$ cat src/rtl/bf16_sub_seq_if.sv
// Operand/result handshake bundle for the sequential bf16 subtractor.
// slave = the subtractor, master = operand queue / writeback side.
interface bf16_sub_seq_if #(
    parameter int E = 8,
    parameter int M = 7
);
    logic         valid_i;
    logic         ready_o;
    logic         sa_i;
    logic [E-1:0] ea_i;
    logic [M-1:0] ma_i;
    logic         sb_i;
    logic [E-1:0] eb_i;
    logic [M-1:0] mb_i;
    logic         valid_o;
    logic         ready_i;
    logic         s_o;
    logic [E-1:0] e_o;
    logic [M-1:0] m_o;

    modport slave (
        input  valid_i, sa_i, ea_i, ma_i,
        input  sb_i, eb_i, mb_i, ready_i,
        output ready_o, valid_o, s_o, e_o, m_o
    );

    modport master (
        output valid_i, sa_i, ea_i, ma_i,
        output sb_i, eb_i, mb_i, ready_i,
        input  ready_o, valid_o, s_o, e_o, m_o
    );
endinterface

$ cat src/rtl/bf16_sub_seq.sv
// Multi-cycle bfloat16 subtractor z = a - b, truncating, flush-to-zero.
// Define BF16_SUB_SPECIAL_EN to decode inf/NaN and overflow to inf.
module bf16_sub_seq #(
    parameter int E = 8,
    parameter int M = 7
) (
    input  logic          clk,
    input  logic          nreset,
    bf16_sub_seq_if.slave io
);
    localparam int W = M + 2;
    localparam int R = M + 3;

    localparam logic [E-1:0] EFE    = {{(E-1){1'b1}}, 1'b0};
    localparam logic [E-1:0] DCLAMP = E'(W);
`ifdef BF16_SUB_SPECIAL_EN
    localparam logic [E-1:0] EMAX  = {E{1'b1}};
    localparam logic [R-1:0] R_ONE = {2'b01, {(M+1){1'b0}}};
    localparam logic [R-1:0] R_NAN = {3'b011, {M{1'b0}}};
`else
    localparam logic [R-1:0] R_SAT = {2'b01, {M{1'b1}}, 1'b0};
`endif

    typedef enum logic [2:0] {
        IDLE,
        ALIGN,
        OP,
        NORM,
        DONE
    } state_t;

    state_t       state_q, state_d;
    logic         sx_q, sx_d;
    logic         sub_q, sub_d;
    logic         spec_q, spec_d;
    logic [E-1:0] ex_q, ex_d;
    logic [E-1:0] d_q, d_d;
    logic [W-1:0] mx_q, mx_d;
    logic [W-1:0] my_q, my_d;
    logic [R-1:0] r_q, r_d;
    logic         vo_q, vo_d;
    logic         so_q, so_d;
    logic [E-1:0] eo_q, eo_d;
    logic [M-1:0] mo_q, mo_d;

    logic         za, zb, sbn, a_ge;
    logic         xs, ys, xz, yz;
    logic [M-1:0] ma, mb, xm, ym;
    logic [E-1:0] xe, ye, d_in, e_dec;
    logic [W-1:0] mx_in, my_in;
    logic [R-1:0] sum;

    // Operand decode: zero forcing, b sign flip, magnitude ordering
    assign za    = (io.ea_i == '0);
    assign zb    = (io.eb_i == '0);
    assign ma    = za ? '0 : io.ma_i;
    assign mb    = zb ? '0 : io.mb_i;
    assign sbn   = ~io.sb_i;
    assign a_ge  = {io.ea_i, ma} >= {io.eb_i, mb};
    assign xs    = a_ge ? io.sa_i : sbn;
    assign ys    = a_ge ? sbn : io.sa_i;
    assign xe    = a_ge ? io.ea_i : io.eb_i;
    assign ye    = a_ge ? io.eb_i : io.ea_i;
    assign xm    = a_ge ? ma : mb;
    assign ym    = a_ge ? mb : ma;
    assign xz    = a_ge ? za : zb;
    assign yz    = a_ge ? zb : za;
    assign mx_in = xz ? '0 : {1'b1, xm, 1'b0};
    assign my_in = yz ? '0 : {1'b1, ym, 1'b0};
    assign d_in  = xe - ye;

    assign sum = sub_q ? ({1'b0, mx_q} - {1'b0, my_q})
                       : ({1'b0, mx_q} + {1'b0, my_q});
    assign e_dec = ex_q - E'(1);

`ifdef BF16_SUB_SPECIAL_EN
    logic a_inf, b_inf, a_nan, b_nan;
    logic is_spec, sp_nan;

    assign a_inf   = (io.ea_i == EMAX) && (io.ma_i == '0);
    assign b_inf   = (io.eb_i == EMAX) && (io.mb_i == '0);
    assign a_nan   = (io.ea_i == EMAX) && (io.ma_i != '0);
    assign b_nan   = (io.eb_i == EMAX) && (io.mb_i != '0);
    assign is_spec = a_inf | b_inf | a_nan | b_nan;
    assign sp_nan  = a_nan | b_nan
                   | (a_inf & b_inf & (io.sa_i ^ sbn));
`endif

    always_comb begin
        state_d = state_q;
        sx_d    = sx_q;
        sub_d   = sub_q;
        spec_d  = spec_q;
        ex_d    = ex_q;
        d_d     = d_q;
        mx_d    = mx_q;
        my_d    = my_q;
        r_d     = r_q;
        vo_d    = vo_q;
        so_d    = so_q;
        eo_d    = eo_q;
        mo_d    = mo_q;

        case (state_q)
            IDLE: begin
                if (io.valid_i) begin
                    sx_d    = xs;
                    sub_d   = xs ^ ys;
                    ex_d    = xe;
                    mx_d    = mx_in;
                    my_d    = my_in;
                    d_d     = d_in;
                    spec_d  = 1'b0;
                    state_d = (d_in != '0) ? ALIGN : OP;
`ifdef BF16_SUB_SPECIAL_EN
                    if (is_spec) begin
                        spec_d  = 1'b1;
                        state_d = OP;
                        ex_d    = EMAX;
                        r_d     = R_ONE;
                        if (sp_nan) begin
                            sx_d = 1'b0;
                            r_d  = R_NAN;
                        end
                    end
`endif
                end
            end

            ALIGN: begin
                // Shift distance past the significand: y vanishes at once
                if (d_q >= DCLAMP) begin
                    my_d    = '0;
                    d_d     = '0;
                    state_d = OP;
                end else begin
                    my_d = my_q >> 1;
                    d_d  = d_q - E'(1);
                    if (d_q == E'(1)) begin
                        state_d = OP;
                    end
                end
            end

            OP: begin
                if (spec_q) begin
                    state_d = DONE;
                end else if (sum == '0) begin
                    sx_d    = 1'b0;
                    ex_d    = '0;
                    r_d     = '0;
                    state_d = DONE;
                end else begin
                    r_d = sum;
                    if (sum[R-1] || !sum[R-2]) begin
                        state_d = NORM;
                    end else begin
                        state_d = DONE;
                    end
                end
            end

            NORM: begin
                if (r_q[R-1]) begin
                    state_d = DONE;
                    if (ex_q >= EFE) begin
`ifdef BF16_SUB_SPECIAL_EN
                        ex_d = EMAX;
                        r_d  = R_ONE;
`else
                        ex_d = EFE;
                        r_d  = R_SAT;
`endif
                    end else begin
                        ex_d = ex_q + E'(1);
                        r_d  = r_q >> 1;
                    end
                end else if (e_dec == '0) begin
                    // Result would be subnormal: flush
                    sx_d    = 1'b0;
                    ex_d    = '0;
                    r_d     = '0;
                    state_d = DONE;
                end else begin
                    ex_d = e_dec;
                    r_d  = {r_q[R-2:0], 1'b0};
                    if (r_q[R-3]) begin
                        state_d = DONE;
                    end
                end
            end

            DONE: begin
                if (!vo_q) begin
                    vo_d = 1'b1;
                    so_d = sx_q;
                    eo_d = ex_q;
                    mo_d = r_q[M:1];
                end else if (io.ready_i) begin
                    vo_d    = 1'b0;
                    state_d = IDLE;
                end
            end

            default: begin
                state_d = IDLE;
            end
        endcase
    end

    always_ff @(posedge clk or negedge nreset) begin
        if (!nreset) begin
            state_q <= IDLE;
            sx_q    <= 1'b0;
            sub_q   <= 1'b0;
            spec_q  <= 1'b0;
            ex_q    <= '0;
            d_q     <= '0;
            mx_q    <= '0;
            my_q    <= '0;
            r_q     <= '0;
            vo_q    <= 1'b0;
            so_q    <= 1'b0;
            eo_q    <= '0;
            mo_q    <= '0;
        end else begin
            state_q <= state_d;
            sx_q    <= sx_d;
            sub_q   <= sub_d;
            spec_q  <= spec_d;
            ex_q    <= ex_d;
            d_q     <= d_d;
            mx_q    <= mx_d;
            my_q    <= my_d;
            r_q     <= r_d;
            vo_q    <= vo_d;
            so_q    <= so_d;
            eo_q    <= eo_d;
            mo_q    <= mo_d;
        end
    end

    assign io.ready_o = (state_q == IDLE);
    assign io.valid_o = vo_q;
    assign io.s_o     = so_q;
    assign io.e_o     = eo_q;
    assign io.m_o     = mo_q;
endmodule

$ cat src/flat_wrapper.sv
// flat-port wrapper written by rule: the top's interface ports become plain ports
module bf16_sub_seq_flat 
#(
    parameter int E = 8,
    parameter int M = 7
)
  (clk, nreset, io_valid_i, io_sa_i, io_ea_i, io_ma_i, io_sb_i, io_eb_i, io_mb_i, io_ready_i, io_ready_o, io_valid_o, io_s_o, io_e_o, io_m_o);
  bf16_sub_seq_if #(.E(E), .M(M)) io_i ();
  input  logic clk;
  input  logic nreset;
  input wire logic [$bits(io_i.valid_i)-1:0] io_valid_i;
  input wire logic [$bits(io_i.sa_i)-1:0] io_sa_i;
  input wire logic [$bits(io_i.ea_i)-1:0] io_ea_i;
  input wire logic [$bits(io_i.ma_i)-1:0] io_ma_i;
  input wire logic [$bits(io_i.sb_i)-1:0] io_sb_i;
  input wire logic [$bits(io_i.eb_i)-1:0] io_eb_i;
  input wire logic [$bits(io_i.mb_i)-1:0] io_mb_i;
  input wire logic [$bits(io_i.ready_i)-1:0] io_ready_i;
  output wire logic [$bits(io_i.ready_o)-1:0] io_ready_o;
  output wire logic [$bits(io_i.valid_o)-1:0] io_valid_o;
  output wire logic [$bits(io_i.s_o)-1:0] io_s_o;
  output wire logic [$bits(io_i.e_o)-1:0] io_e_o;
  output wire logic [$bits(io_i.m_o)-1:0] io_m_o;
  assign io_i.valid_i = io_valid_i;
  assign io_i.sa_i = io_sa_i;
  assign io_i.ea_i = io_ea_i;
  assign io_i.ma_i = io_ma_i;
  assign io_i.sb_i = io_sb_i;
  assign io_i.eb_i = io_eb_i;
  assign io_i.mb_i = io_mb_i;
  assign io_i.ready_i = io_ready_i;
  assign io_ready_o = io_i.ready_o;
  assign io_valid_o = io_i.valid_o;
  assign io_s_o = io_i.s_o;
  assign io_e_o = io_i.e_o;
  assign io_m_o = io_i.m_o;
  bf16_sub_seq #(.E(E), .M(M)) u_core (.clk(clk), .nreset(nreset), .io(io_i));
endmodule
$ cat config.mk
export PLATFORM = sky130hd
export DESIGN_NAME = bf16_sub_seq_flat
export DESIGN_NICKNAME = d
export VERILOG_FILES = /design/src/rtl/bf16_sub_seq_if.sv /design/src/rtl/bf16_sub_seq.sv /design/src/flat_wrapper.sv
export SDC_FILE = /design/constraint.sdc
export NUM_CORES = 1
export LEC_CHECK = 0
export CELL_PAD_IN_SITES_DETAIL_PLACEMENT = 1
export CELL_PAD_IN_SITES_GLOBAL_PLACEMENT = 1
export CORE_MARGIN = 2
export CORE_UTILIZATION = 43
export CTS_BUF_LIST = sky130_fd_sc_hd__clkbuf_4 sky130_fd_sc_hd__clkbuf_8 sky130_fd_sc_hd__clkbuf_16
export DETAILED_ROUTE_END_ITERATION = 7
export PLACE_DENSITY = 0.86
export SLEW_MARGIN = 30
export SYNTH_ARGS = -nofsm -noshare
export SYNTH_HDL_FRONTEND = slang
export SYNTH_SLANG_ARGS = --single-unit
$ cat constraint.sdc
create_clock -name clk -period 4.4 [get_ports clk]
set_input_delay 1.32 -clock clk [delete_from_list [all_inputs] [get_ports clk]]
set_output_delay 1.32 -clock clk [all_outputs]
set_load 0.03 [all_outputs]
==> results of run 1 <==
## flip-flops by register name, indices dropped and copies added, names as in the netlist, 3 cells and up
| register | cells |
|---|---|
| u_core.r_q | 10 |
| u_core.my_q | 9 |
| u_core.d_q | 8 |
| u_core.ex_q | 8 |
| u_core.io.e_o | 8 |
| u_core.mx_q | 8 |
| u_core.io.m_o | 7 |
| u_core.state_q | 3 |
## layout by cell type, fill, tap and decap left out, types with 4 or more instances in the layout
cell type,instances
o22ai_1,4
and2_4,7
nand2b_1,7
nor4_4,4
o21ai_1,4
xnor2_1,20
xor2_1,7
nor3_1,15
o21ai_0,44
ha_4,5
a21oi_2,5
clkbuf_2,10
ha_1,26
dfrtp_1,65
mux2i_1,9
nor2_1,66
nand2_2,4
nor2b_1,6
o211ai_1,5
mux2_2,17
nand2_1,65
clkbuf_16,9
and3_1,7
buf_4,80
clkdlybuf4s50_1,36
a31oi_1,7
inv_1,23
nand3_1,13
a21oi_1,67
o21ai_2,5
nand4_1,5
## critical path, delay by kind of cell
kind	cells	cell delay (ps)
adders and majority gates	2	460
AOI/OAI and AO/OA	8	1090
xor gates and xnor gates	1	230
and+or+nand+nor	6	1020
buffers and inverters	3	360
## per-layer routing
metal | share of wire (%) | track usage, %
met1 | 43 | 33.8
met3 | 3.3 | 3.56
met4 | 2.0 | 7.89
met2 | 52 | 49.2
met5 | 0 | 0
## where the power goes
| group | leakage [nW] | total [W] | switching (W) | internal (W) |
|---|---|---|---|---|
| clock network | 0.137 | 0.000695 | 0.000264 | 0.000431 |
| registers | 0.810 | 0.00125 | 0.000358 | 0.000890 |
| logic | 2.07 | 0.00327 | 0.00189 | 0.00138 |
## what timing repair did
| action | 4_1_cts | 5_1_grt |
|---|---|---|
| setup buffers | 2 | 2 |
| pin swaps | 11 | 24 |
| hold buffers | 0 | 0 |
| setup endpoints to repair | 6 | 10 |
| resized for setup | 19 | 46 |
## path summary, 6_finish.rpt
kind                                 from                end  slack [ps]  depth (start not counted)
min in group asynchronous          nreset   u_core.io.e_o[3]         970                          1
setup / recovery               io_eb_i[4]  u_core.state_q[0]         130                         20
setup reg to reg           u_core.my_q[0]     u_core.ex_q[5]         340                         17
hold / removal             u_core.mx_q[6]     u_core.mx_q[6]         500                          2
max in group asynchronous          nreset       u_core.sub_q        2640                          2
hold reg to reg            u_core.mx_q[6]     u_core.mx_q[6]         500                          2
## stage by stage
step	area (µm²)	setup TNS (ps)	hold WS [ps]	setup WS, ps
after floorplan	5290	-132	456	-76.0
after global placement	6380	-2640	475	-365
after detailed placement	6380	-5170	494	-608
after CTS	6700	0	507	3.98
after global routing	6770	-31.0	524	-30.4
final	6770	0	504	135
## cell usage after synthesis, types with 4 or more instances
cell type,n
a21oi_1,73
a31oi_1,7
and2_1,10
and3_1,7
buf_2,6
clkbuf_1,24
dfrtp_1,65
ha_1,32
inv_1,24
mux2_2,17
mux2i_1,10
nand2_1,72
nand2b_1,7
nand3_1,13
nand4_1,5
nor2_1,68
nor2b_1,7
nor3_1,16
nor4_1,7
o211ai_1,5
o21a_1,4
o21ai_0,47
o21ai_1,4
o22ai_1,4
xnor2_1,20
xor2_1,8
## cell families after synthesis
| family | count (synthesis) |
|---|---|
| and+or+nand+nor | 223 |
| adders and majority gates | 33 |
| AOI/OAI and AO/OA | 193 |
| DFF | 65 |
| xor gates and xnor gates | 28 |
| buffers and inverters | 58 |
| muxes | 28 |
## cell type report
cell class / count / share of cell area (%)
sequential: 65 / 24.0
timing repair buffer: 133 / 16.0
clock buffer: 9 / 3.33
multi-input combinational: 505 / 51.8
tap: 143 / 2.64
inverter: 24 / 1.33
clock inverter: 6 / 0.888
==> impl_metrics.toml, run 1 <==
[sta]
maxSlewHeadroom_pct = 35.9
max_freq_mhz = 234
fin_crit_ps = 4270
drv_slew = 0
fin_crit_sh_pct = 96.9
tightest_slew_ps = 960
clock_skew_ps = 7.14
setup_violations = 0
final_hold_viol_count = 0

[synth]
yosys.area_share.adder_pct = 8.28
ys_types = 64
synth-edff-count = 0
synth-xor-area-share_pct = 4.83
seq_area_frac_synth_pct = 32.1
synth_ff_type = "dfrtp_1"
synth.largest_area_cell = "dfrtp_1"
syn-num-nets = 697
syn_inst = 628
ys_async_sr_fraction_pct = 100
synth_top_cell_area_share_pct = 32.1
synthSimpleGateAreaFrac_pct = 20.2
synth-seq-cells = 65
yosys_warnings = 0
synth_top_family_by_area = "compound AO/OA/AOI/OAI gates"
synth.avg_cell_area_um2 = 8.08
synthMuxAreaShare_pct = 6.04
synth_area_leaders = "dfrtp_1, ha_1, a21oi_1"
synthesis.area_um2 = 5070
synth_compound_area_share_pct = 24.0

[die]
initial_core_util_pct = 44.3
die_y_um = 113
die_area_um2 = 12700
core_area_um2 = 11500
core.rowCount = 39
ios = 54
die_w_um = 113

[detailed_routing]
drc = 0
first_pass_iters = 5
via_per_inst = 5.83
drt-total-wl_um = 16900
antenna_left = 0
detail_route.iter0.violations = 305
detail_route.wl_per_cell_um = 19.1
vias = 5161

[layout]
layoutNonFillerInstCount = 885
n_fill_cell = 1350
final_core_util_pct = 59.0
multi_input_area_um2 = 3500
nets = 807
drive_gt1_share_pct = 24.1
diodes = 0
seq_area_um2 = 1630
area_delta_synth_final_pct = 33.3

[cts]
ctsRootBufferMaster = "clkbuf_16"
cts_max_level = 3
path_clk_slew_ps = 60
clockBufferDepth = 2
cts_sinks = 65
tritoncts = "built"
clock_latency_ps = 340
cts_inserted_buffers = 9

[place]
gp_congestion = 0.854
io_buffers = 53
dp.cells = 866
dp_hpwl_um = 12900

[setup_path]
path_cells = "clkbuf_2, nor4_4, nand2_4, buf_4, nand2_1, ha_1, nand2_4, o21ai_2, a21oi_4, o21ai_4, nor2_4, a21oi_2, ha_2, inv_2, o221ai_2, a221o_1, a21oi_2, xor2_2, and3_1, o21ai_1"
crit_path_max_incr_delay_ps = 360
end_kind = "register"
worstSetupStartpointType = "input port"
critPathMaxFanout = 7
crit_type = "in -> reg"
crit_path_top_delay_cell = "a221o_1"
arrival_ps = 4480
required_ps = 4610

[run_status]
status = "complete, no violations"

[global_routing]
antenna_found_initial = 0
grt.overflow.total = 0
grt_pass1_vias = 5477
grtUsageTotal_pct = 27.2
grt_max_degree = 38
grt_pass1_wl_um = 27800

[hold_path]
hold_path.class = "reg -> reg"

[flow_run]
drv_cap = 0

[pwr]
leakagePower_nw = 3.02
cellPowerDensity_nw_per_um2 = 770
peakVddDrop_mv = 0.461
p_total_w = 0.00521
Power figures use the tool's default switching activity.
==> run 2: changes to the inputs <==
--- a/config.mk
+++ b/config.mk
@@ -8,10 +8,13 @@
 export CELL_PAD_IN_SITES_DETAIL_PLACEMENT = 1
 export CELL_PAD_IN_SITES_GLOBAL_PLACEMENT = 1
 export CORE_MARGIN = 2
-export CORE_UTILIZATION = 43
+export CORE_UTILIZATION = 48
 export CTS_BUF_LIST = sky130_fd_sc_hd__clkbuf_4 sky130_fd_sc_hd__clkbuf_8 sky130_fd_sc_hd__clkbuf_16
 export DETAILED_ROUTE_END_ITERATION = 7
-export PLACE_DENSITY = 0.86
+export DONT_BUFFER_PORTS = 1
+export PLACE_DENSITY = 0.85
+export RECOVER_POWER = 50
+export SKIP_CTS_REPAIR_TIMING = 1
 export SLEW_MARGIN = 30
 export SYNTH_ARGS = -nofsm -noshare
 export SYNTH_HDL_FRONTEND = slang
==> run 2 against run 1 <==
Effect of this change: critical path depth down 2; combinational power decreased by 18%; worst hold slack got worse by 6.0 ps; design area shrank 18%; non-clock buffer count fell by 123; first-iteration DRC count fell by 26%; setup slack better by 150 ps; sequential share of layout area rose by 5.4 points; sequential power rose by 15%; sequential cell count is the same; power decreased by 12%.
==> impl_metrics.toml, run 2 (synthesis results as in run 1) <==
[run_status]
status = "complete, no violations"

[global_routing]
grtUsageTotal_pct = 27.1
antenna_found_initial = 0
grt_pass1_wl_um = 24500
grt_pass1_vias = 4809
grt.overflow.total = 0
grt_max_degree = 66

[layout]
largest_reg_flops = 10
final_common_cell = "nand2_1"
nets = 684
drive_gt1_share_pct = 12.5
area_delta_synth_final_pct = 8.93
top_regs = "u_core.r_q: 10 flops, u_core.my_q: 9 flops"
regMostFlops = "u_core.r_q"
final_cell_mix = "nand2_1, a21oi_1, nor2_1"
diodes = 0
final_core_util_pct = 53.8

[detailed_routing]
detail_route.wl_per_cell_um = 19.1
first_pass_iters = 5
drt-total-wl_um = 14400
vias = 4622
drc = 0
detail_route.iter0.violations = 226
via_per_inst = 6.13
antenna_left = 0

[pwr]
cellPowerDensity_nw_per_um2 = 829
combPwrFrac_pct = 58.7
leakagePower_nw = 2.35
p_int_w = 0.00226
p_clk_share_pct = 9.9
peakVddDrop_mv = 0.309
seq_power_share_pct = 31.3
p_sw_share_pct = 50.8
p_sw_w = 0.00233

[setup_path]
crit_type = "in -> reg"
end_kind = "register"
rrSetupSlack_ps = 300
crit_top_cell = "a21oi_2"
crit_path_top_delay_cell = "a221o_1"
worstSetupStartpointType = "input port"
crit_path_max_incr_delay_ps = 360
arrival_ps = 4350
critPathMaxFanout = 9
path_cells = "nor4_4, nand2_2, and2_4, ha_1, nand2_1, o21ai_1, a21oi_2, o21ai_4, nor2_4, a21oi_2, ha_2, inv_2, o221ai_2, a221o_1, a21oi_2, xor2_1, o21ai_1, o221a_2"
required_ps = 4630

[sta]
tightest_slew_ps = 957
clock_skew_ps = 10.3
maxSlewHeadroom_pct = 35.7
grt_setup_unrepaired = "false"
setup_violations = 0
fin_crit_sh_pct = 93.6
drv_slew = 0
final_hold_viol_count = 0
tns_ps = 0
max_freq_mhz = 243
setup_ws_ps = 280
fin_crit_ps = 4120

[hold_path]
hold_path.class = "reg -> reg"

[cts]
ctsRootBufferMaster = "clkbuf_8"
tritoncts = "built"
cts_max_level = 3
cts_inserted_buffers = 9
path_clk_slew_ps = 70
clock_latency_ps = 350
clockBufferDepth = 2
cts_sinks = 65

[die]
die_area_um2 = 11400
core.rowCount = 37
die_w_um = 107
initial_core_util_pct = 49.4
core_area_um2 = 10300
die_y_um = 107
ios = 54

[place]
place_ws_ps = -93.9
gp_congestion = 0.877
io_buffers = 0
dp_hpwl_um = 11200

[flow_run]
drv_cap = 0
-- run 2: cell types whose count changed in the layout (fill, tap and decap cells not counted), sizes merged --
cell | before | now
clkdlybuf4s50 | 36 | 0
clkinvlp | 2 | 1
dlymetal6s2s | 3 | 0
clkdlybuf4s15 | 1 | 0
buf | 82 | 9
clkinv | 3 | 2
clkbuf | 19 | 12
bufinv | 1 | 0
dlygate4sd2 | 1 | 0
-- run 2: critical path: cells and delay by family --
kind | cells | cell delay, ps
compound gates | 9 | 1350
simple gates | 5 | 900
fa+ha+maj | 2 | 470
xor+xnor | 1 | 240
buf+inv | 1 | 40
-- run 2: layer usage --
metal	vias to the layer above	wire length, µm	track usage [%]
li1	2226	-	-
met1	2252	6640	36.2
met2	117	6960	45.0
met3	27	558	4.13
met4	0	265	8.91
met5	-	0	0
-- run 2: per-stage QoR --
step           std cells  cell area [µm²]  total power, W  hold WS (ps)
2_1_floorplan        628             5290         0.00348           456
3_3_place_gp         740             5360         0.00397           482
3_5_place_dp         740             5360         0.00411           494
4_1_cts              754             5530         0.00459           512
5_1_grt              754             5530         0.00501           546
6_report             754             5530         0.00458           498
-- run 2: area by class of cell --
| type | count | area, µm² |
|---|---|---|
| Sequential cell | 65 | 1630 |
| Fill cell | 1251 | 4750 |
| Tap cell | 136 | 170 |
| Inverter | 24 | 90.1 |
| Clock buffer | 11 | 151 |
| Timing Repair Buffer | 10 | 83.8 |
| Clock inverter | 3 | 17.5 |
| Multi-Input combinational cell | 505 | 3390 |
-- run 2: path summary, 6_finish.rpt --
check,startpoint,end,cells after the start
hold / removal,u_core.mx_q[5],u_core.mx_q[5],2
setup / recovery,io_ea_i[5],u_core.d_q[6],18
setup reg to reg,u_core.my_q[0],u_core.ex_q[3],17
min in group asynchronous,nreset,u_core.io.e_o[1],0
max in group asynchronous,nreset,u_core.my_q[5],0
hold reg to reg,u_core.mx_q[5],u_core.mx_q[5],2
-- run 2: power by group through the flow --
stage / combinational (W) / clock, W / sequential [W]
2_1_floorplan: 0.00227 / 0 / 0.00121
3_3_place_gp: 0.00255 / 0 / 0.00142
3_5_place_dp: 0.00267 / 0 / 0.00144
4_1_cts: 0.00270 / 0.000462 / 0.00143
5_1_grt: 0.00304 / 0.000485 / 0.00149
6_report: 0.00269 / 0.000454 / 0.00144
==> run 3: changes to the inputs <==
--- a/config.mk
+++ b/config.mk
@@ -14,6 +14,7 @@
 export DONT_BUFFER_PORTS = 1
 export PLACE_DENSITY = 0.85
 export RECOVER_POWER = 50
+export REMOVE_ABC_BUFFERS = 1
 export SKIP_CTS_REPAIR_TIMING = 1
 export SLEW_MARGIN = 30
 export SYNTH_ARGS = -nofsm -noshare
==> run 3 against run 2 <==
Effect of this change: sequential cell count unchanged; register-to-register slack about the same; die area unchanged; non-clock buffer count up 32; global-route usage up 1.4 points.
==> impl_metrics.toml, run 3 (synthesis results as in run 1) <==
[cts]
clock_latency_ps = 360
tritoncts = "built"
ctsRootBufferMaster = "clkbuf_8"
cts_inserted_buffers = 9
path_clk_slew_ps = 80
clockBufferDepth = 2
cts_sinks = 65
cts_max_level = 3

[pwr]
p_total_w = 0.00478
p_sw_share_pct = 50.6
p_sw_w = 0.00242
seq_power_share_pct = 30.3
p_int_w = 0.00236
peakVddDrop_mv = 0.306
combPwrFrac_pct = 58.6
leakagePower_nw = 2.51
cellPowerDensity_nw_per_um2 = 829
p_clk_share_pct = 11.1

[layout]
final_core_util_pct = 56.0
final_common_cell = "nand2_1"
area_delta_synth_final_pct = 13.5
final_cell_mix = "nand2_1, a21oi_1, nor2_1"
diodes = 0
largest_reg_flops = 10
top_regs = "u_core.r_q: 10 flops, u_core.my_q: 9 flops"
nets = 716
regMostFlops = "u_core.r_q"
drive_gt1_share_pct = 15.6

[detailed_routing]
first_pass_iters = 5
via_per_inst = 6.21
detail_route.wl_per_cell_um = 20.4
drt-total-wl_um = 16100
antenna_left = 0
drc = 0
detail_route.iter0.violations = 280
vias = 4893

[global_routing]
grt_pass1_vias = 5055
grt_max_degree = 66
antenna_found_initial = 0
grtUsageTotal_pct = 28.5
grt_pass1_wl_um = 25700
grt.overflow.total = 0

[die]
initial_core_util_pct = 49.4
core.rowCount = 37
ios = 54
core_area_um2 = 10300
die_area_um2 = 11400
die_y_um = 107
die_w_um = 107

[sta]
tightest_slew_ps = 943
clock_skew_ps = 9.82
fin_crit_sh_pct = 99.3
tns_ps = 0
setup_ws_ps = 31.7
maxSlewHeadroom_pct = 37.1
drv_slew = 0
timing.hold.ws_ps = 508
fin_crit_ps = 4370
max_freq_mhz = 229
setup_violations = 0
final_hold_viol_count = 0

[run_status]
status = "complete, no violations"

[setup_path]
critPathMaxFanout = 8
reg2reg_depth = 15
arrival_ps = 4600
required_ps = 4630
end_kind = "register"
crit_type = "in -> reg"
worstSetupStartpointType = "input port"

[place]
place_ws_ps = -553
io_buffers = 0
gp_congestion = 0.878
dp_hpwl_um = 11800

[flow_run]
drv_cap = 0

[hold_path]
hold_depth = 2
hold_path.class = "reg -> reg"
## run 3: cell types whose count changed in the layout (fill, tap and decap cells not counted), sizes merged
cell      delta
bufinv       +1
clkinvlp     +1
buf         +32
## run 3: layout make-up
type | instances | area [µm²]
Tap cell | 136 | 170
Fill cell | 1260 | 4520
Sequential cell | 65 | 1630
Inverter | 24 | 90.1
Clock buffer | 11 | 145
Multi-Input combinational cell | 505 | 3350
Timing Repair Buffer | 42 | 319
Clock inverter | 5 | 55.1
## run 3: path summary, 6_finish.rpt
path                                start                 to  slack [ps]
setup / recovery               io_ea_i[1]  u_core.state_q[0]          30
hold / removal             u_core.mx_q[6]     u_core.mx_q[6]         510
setup reg to reg           u_core.my_q[0]     u_core.ex_q[5]         300
hold reg to reg            u_core.mx_q[6]     u_core.mx_q[6]         510
max in group asynchronous          nreset     u_core.mx_q[1]        3630
min in group asynchronous          nreset      u_core.r_q[2]         660
## run 3: critical path, cell delays in order
cell      delay (ps)
nor4_1           350
nand2_1          120
buf_6            160
and2_1           190
ha_4             220
a21oi_1          140
o21ai_1           90
a21oi_2          240
o21ai_2          110
nor2_1           160
a21oi_1           70
ha_1             180
inv_1             60
o221ai_2         110
a221o_1          360
a21oi_2          220
xor2_2           230
and3_1           190
o21ai_1           50
## run 3: stage by stage
step	cell area, µm²	std cells
4_1_cts	5620	787
3_3_place_gp	5410	771
6_report	5760	788
3_5_place_dp	5420	771
2_1_floorplan	4930	594
5_1_grt	5760	788
## run 3: per-layer routing
metal  wire, µm  share of wire, %  global-route usage (%)  vias up
met4        360               2.2                    8.53        0
met5          0                 0                       0        -
met3        628               3.9                    4.98       28
met1       6850                43                    35.6     2433
met2       8240                51                    50.1      131
li1           -                 -                       -     2301
## run 3: power groups by stage
stage / sequential (W) / combinational [W] / clock (W)
floorplan: 0.00130 / 0.00206 / 0
global placement: 0.00141 / 0.00255 / 0
detailed placement: 0.00144 / 0.00273 / 0
CTS: 0.00144 / 0.00276 / 0.000541
global route: 0.00150 / 0.00311 / 0.000558
finish: 0.00145 / 0.00280 / 0.000529
